## config.mk

```make
export PLATFORM = sky130hd
export DESIGN_NAME = alu_result_stage
export DESIGN_NICKNAME = d
export VERILOG_FILES = /design/src/rtl/alu_pkg.sv /design/src/rtl/alu_flag_gen.sv /design/src/rtl/alu_result_stage.sv
export SDC_FILE = /design/constraint.sdc
export NUM_CORES = 1
export LEC_CHECK = 0
export BUFFER_PORTS_ARGS = -buffer_cell sky130_fd_sc_hd__buf_2
export CAP_MARGIN = 20
export CELL_PAD_IN_SITES_DETAIL_PLACEMENT = 1
export CELL_PAD_IN_SITES_GLOBAL_PLACEMENT = 1
export CORE_ASPECT_RATIO = 2
export CORE_MARGIN = 10
export CORE_UTILIZATION = 40
export CTS_BUF_LIST = sky130_fd_sc_hd__clkbuf_4 sky130_fd_sc_hd__clkbuf_8
export DETAILED_ROUTE_END_ITERATION = 7
export PLACE_DENSITY = 0.78
export SLEW_MARGIN = 20
export SYNTH_ARGS = -nofsm -noshare
export SYNTH_HDL_FRONTEND = slang
export SYNTH_SLANG_ARGS = --single-unit
```

## constraint.sdc

```tcl
create_clock -name clk -period 3.56 [get_ports clk]
set_clock_uncertainty 0.05 [all_clocks]
set_input_delay 0.712 -clock clk [delete_from_list [all_inputs] [get_ports clk]]
set_output_delay 0.712 -clock clk [all_outputs]
set_load 0.01 [all_outputs]
```

## src/rtl/alu_pkg.sv

```systemverilog
// rtl/alu_pkg.sv - shared widths, opcode tags, result-stage state encoding and flag type
package alu_pkg;

    localparam int ALU_WIDTH = 16;
    localparam int TAG_W     = 3;

    typedef enum logic [TAG_W-1:0] {
        OP_AND = 3'd0,
        OP_OR  = 3'd1,
        OP_XOR = 3'd2,
        OP_NOT = 3'd3
    } op_e;

    typedef enum logic [1:0] {
        ST_EMPTY = 2'd0,
        ST_ONE   = 2'd1,
        ST_FULL  = 2'd2
    } stage_state_e;

    typedef struct packed {
        logic zero;
        logic neg;
        logic parity;
    } flags_t;

endpackage

```

## src/rtl/alu_flag_gen.sv

```systemverilog
// rtl/alu_flag_gen.sv - combinational zero/negative/parity flags for one result word
module alu_flag_gen
    import alu_pkg::*;
#(
    parameter int WIDTH = ALU_WIDTH
) (
    input  logic [WIDTH-1:0] data_i,
    output flags_t           flags_o
);

    always_comb begin
        flags_o        = '0;
        flags_o.zero   = (data_i == '0);
        flags_o.neg    = data_i[WIDTH-1];
        flags_o.parity = ^data_i;
    end

endmodule

```

## src/rtl/alu_result_stage.sv

```systemverilog
// rtl/alu_result_stage.sv - 2-entry skid buffer with stored flags and delivery counter; ALU_RESULT_STICKY_EN adds sticky_or
module alu_result_stage #(
    parameter int WIDTH = alu_pkg::ALU_WIDTH,
    parameter int TAG_W = alu_pkg::TAG_W,
    parameter int CNT_W = 16
) (
    input  logic             clk,
    input  logic             rst,
    input  logic             in_valid,
    output logic             in_ready,
    input  logic [WIDTH-1:0] in_data,
    input  logic [TAG_W-1:0] in_tag,
    output logic             out_valid,
    input  logic             out_ready,
    output logic [WIDTH-1:0] out_data,
    output logic [TAG_W-1:0] out_tag,
    output logic             out_zero,
    output logic             out_neg,
    output logic             out_parity,
    output logic [CNT_W-1:0] result_cnt
`ifdef ALU_RESULT_STICKY_EN
    ,
    output logic [WIDTH-1:0] sticky_or
`endif
);

    import alu_pkg::*;

    localparam logic [CNT_W-1:0] CNT_MAX = '1;

    stage_state_e     state_q, state_d;
    logic             rd_ptr_q, wr_ptr_q;
    logic [WIDTH-1:0] data_q  [2];
    logic [TAG_W-1:0] tag_q   [2];
    flags_t           flags_q [2];
    logic [CNT_W-1:0] cnt_q;
    flags_t           wr_flags;
    logic             push, pop;

    assign in_ready  = (state_q != ST_FULL);
    assign out_valid = (state_q != ST_EMPTY);
    assign push      = in_valid & in_ready;
    assign pop       = out_valid & out_ready;

    always_comb begin
        state_d = state_q;
        unique case (state_q)
            ST_EMPTY: if (push) state_d = ST_ONE;
            ST_ONE: begin
                if (push && !pop)      state_d = ST_FULL;
                else if (pop && !push) state_d = ST_EMPTY;
            end
            ST_FULL:  if (pop) state_d = ST_ONE;
            default:  state_d = ST_EMPTY;
        endcase
    end

    always_ff @(posedge clk or posedge rst) begin
        if (rst) begin
            state_q <= ST_EMPTY;
        end else begin
            state_q <= state_d;
        end
    end

    alu_flag_gen #(.WIDTH(WIDTH)) u_flag_gen (
        .data_i  (in_data),
        .flags_o (wr_flags)
    );

    // Flags are captured alongside the word so the head outputs never depend on in_data.
    always_ff @(posedge clk or posedge rst) begin
        if (rst) begin
            for (int i = 0; i < 2; i++) begin
                data_q[i]  <= '0;
                tag_q[i]   <= '0;
                flags_q[i] <= '0;
            end
            wr_ptr_q <= 1'b0;
            rd_ptr_q <= 1'b0;
        end else begin
            if (push) begin
                data_q[wr_ptr_q]  <= in_data;
                tag_q[wr_ptr_q]   <= in_tag;
                flags_q[wr_ptr_q] <= wr_flags;
                wr_ptr_q          <= ~wr_ptr_q;
            end
            if (pop) begin
                rd_ptr_q <= ~rd_ptr_q;
            end
        end
    end

    always_ff @(posedge clk or posedge rst) begin
        if (rst) begin
            cnt_q <= '0;
        end else if (pop && (cnt_q != CNT_MAX)) begin
            cnt_q <= cnt_q + 1'b1;
        end
    end

    assign out_data   = data_q[rd_ptr_q];
    assign out_tag    = tag_q[rd_ptr_q];
    assign out_zero   = flags_q[rd_ptr_q].zero;
    assign out_neg    = flags_q[rd_ptr_q].neg;
    assign out_parity = flags_q[rd_ptr_q].parity;
    assign result_cnt = cnt_q;

`ifdef ALU_RESULT_STICKY_EN
    logic [WIDTH-1:0] sticky_q;

    always_ff @(posedge clk or posedge rst) begin
        if (rst) begin
            sticky_q <= '0;
        end else if (push) begin
            sticky_q <= sticky_q | in_data;
        end
    end

    assign sticky_or = sticky_q;
`endif

endmodule
```

==> impl_results.md <==
- Hold Path Depth: 2
- Largest net degree at the start of global routing: 43
- Initial Util: a little over 40%
- Area of the mapped netlist: 3040 sq um
- Total power: a little under 0.003 W
- Core area: 7490 sq um
- Req. time, crit path: about 2800 ps
- Drt total wl: between 6000 and 7000 um
- Post-synth EDFFs: 0
- Worst setup EP type: output pin
- Synthesized area per cell: around 12 sq um
- Antenna violations before repair: 0
- FF-to-FF path depth: 4
- Yosys top cell area share: 51.0%
- Sw Share: 34.7%
- Tcrit/Tclk final: between 70% and 80%
- Vias/cell: 5.05
- Pre-CTS setup slack: between 1000 and 1500 ps
- Max Slew Vio Count: 0
- Pint: 0.00190 W
- Final core occ: between 40 and 50%
- Sequential fraction of the synthesis area: ~51%
- Hold Buf Count CTS: 0
- # Post-CTS Setup Buffers: 0
- Via count: between 2,000 and 2,500
- Net switching power: a little over 0.001 W
- Post-synth net total: roughly 290
- Placer Congestion: slightly above 0.8
- Port Buffers: 62
- CP Class: flop to output pin
- Netlist cell types: 34
- Hold WC Path Type: flop to flop
- Logic gate share of total power: between 30 and 40%
- Setup ws final: approximately 860 ps
- Yosys warns: 0
- Sequential Power Share: between 40% and 50%
- First-pass GRT wire length: ~11,000 um
- Crit path arrival time: slightly below 2000 ps
- Final setup vio count: 0
- # diodes: 0
- Cells after synthesis: roughly 250
- Post-DP HPWL: 5060 um
- Die X: 81.7 um
- Cell with the most instances after synthesis: dfrtp_1
- RSZ-0062 raised after global routing: no
- Clock group share of total power: between 10% and 20%
- Fin. Hold Viols: 0
- Yosys reg bits: slightly above 60
- Post-synth top area cell: dfrtp_1
- Leak Pwr: around 1.7 nW
- Rows: 45
- Setup TNS Final: 0 ps
- Height of the chip: between 100 and 150 um
- Slew @ Worst Pin: a little over 1000 ps
- # IOs: 63
- CTS tree: yes
- Die Footprint: 11,700 sq um
- Top FF cell, synth: dfrtp_1
- Slew HR: between 30% and 40%
- WL per Instance: between 15 and 20 um
- Worst-skew pair later-pin latency: between 300 and 400 ps
- Gr busiest metal: met2
- Clock root cell: clkbuf_8
- CP Launch Type: flop
- Total GRT Usage: about an eighth
- Reg clk slew, reported paths: roughly 60 ps
- Synth cell count leaders: dfrtp_1, mux2_2, nand2_1
- First-pass DRT Iterations: 4
- Layout cells sized above 1: a little over two fifths
- CTS Buffer Depth: 2
- PostCTS Resize Cnt: 0
- CTS sink cnt: 62
- GR Layer Usage met2: ~20%
- Post-route ant nets: 0
- Number of global-route vias before repair: roughly 2,400
- Max Cap Violations: 0
- Met3 GRT Util: about 6.1%
- H-tree depth: 3
- Final nets: 350
- Async S/R FF share, synth: 100%
- Worst VDD drop: roughly 0.38 mV
- Status: completed
- Worst-path fanout max: 22
- Area Growth Syn to Fin: 18.1%
- Grt total ovfl: 0
- P per Cell Area: slightly above 800 nW/um^2
- Top post-synthesis cells by area: dfrtp_1, mux2_2, xnor2_1, ha_1, nand2_1
- Initial drt markers: between 90 and 100
- Residual DRC count: 0
- Total CTS buffers: 9
- Grt met1 use: a little over an eighth
- Min cycle time layout: around 2700 ps
- F_max: approximately 370 MHz
state kept, by name, indices dropped and copies added (netlist names):
name and count:
tag_q 6, rd_ptr_q 1, state_q 2, data_q 32
flags_q 4, wr_ptr_q 1, result_cnt 16
final timing paths:
| kind | startpoint | endpoint | slack, ps |
|---|---|---|---|
| max in group asynchronous | rst | state_q[0] | 2120 |
| min in group asynchronous | rst | data_q[25] | 510 |
| hold / removal | data_q[4] | data_q[4] | 430 |
| hold reg to reg | data_q[4] | data_q[4] | 430 |
| setup / recovery | rd_ptr_q | out_zero | 860 |
| setup reg to reg | result_cnt[0] | result_cnt[1] | 1610 |
power by group through the flow:
| stage | registers (W) | logic, W | clock network [W] |
|---|---|---|---|
| after global placement | 0.00120 | 0.00112 | 0 |
| after detailed placement | 0.00123 | 0.00116 | 0 |
| final | 0.00122 | 0.00113 | 0.000564 |
| after CTS | 0.00122 | 0.00117 | 0.000583 |
| after global routing | 0.00126 | 0.00126 | 0.000616 |
| after floorplan | 0.00115 | 0.000855 | 0 |
stage by stage:
step / instance area, sq um / instances / hold WS (ps)
floorplan: 3040 / 252 / 394
global placement: 3410 / 400 / 407
detailed placement: 3410 / 400 / 419
CTS: 3590 / 415 / 435
global route: 3590 / 415 / 468
finish: 3590 / 415 / 429
worst max-delay path, cell delays in order, from the launching register on:
cell     delay [ps]
dfrtp_1        1010
mux2_2          430
buf_2           140
cell usage in the layout, fill, tap and decap left out:
master     count
buf_2         62
xnor2_1       17
nor3_1         1
nand3_2        1
nand4_1       11
nor4_1         1
nand2b_1       1
and3_1         3
inv_1         17
nor4_2         1
nor2_4         1
o22ai_1        1
buf_4          1
nor2_1         4
a41oi_4        1
o21a_4         1
nand2_2        1
clkbuf_4       3
inv_2          2
nand4bb_1      1
nand2_1       23
and4_2         1
nand3_1        5
or2_2          1
mux2_4         2
mux2_2        47
and4_1         2
xor2_1         5
clkbuf_8      11
o21ai_0       17
ha_1          10
clkinv_2       1
mux2i_1        2
a21oi_1        1
dfrtp_1       62
layout make-up:
class,count,area (sq um)
Clock buffer,14,174
Sequential cell,62,1550
Fill cell,841,3900
Clock inverter,1,5.00
Timing Repair Buffer,63,318
Multi-Input combinational cell,162,1350
Tap cell,94,118
Inverter,19,71.3
per-layer routing:
metal,vias to the layer above,wire length (um)
met3,12,539
met4,0,108
met5,-,0
met1,1024,2780
met2,59,3430
li1,1002,-
cell families after synthesis:
family          share of synthesized area, %
compound gates                          4.57
xor+xnor                                6.34
fa+ha+maj                               4.12
buf+inv                                 4.49
flops                                   51.0
mux                                     19.1
simple gates                            10.4
Power figures use the tool's default switching activity.
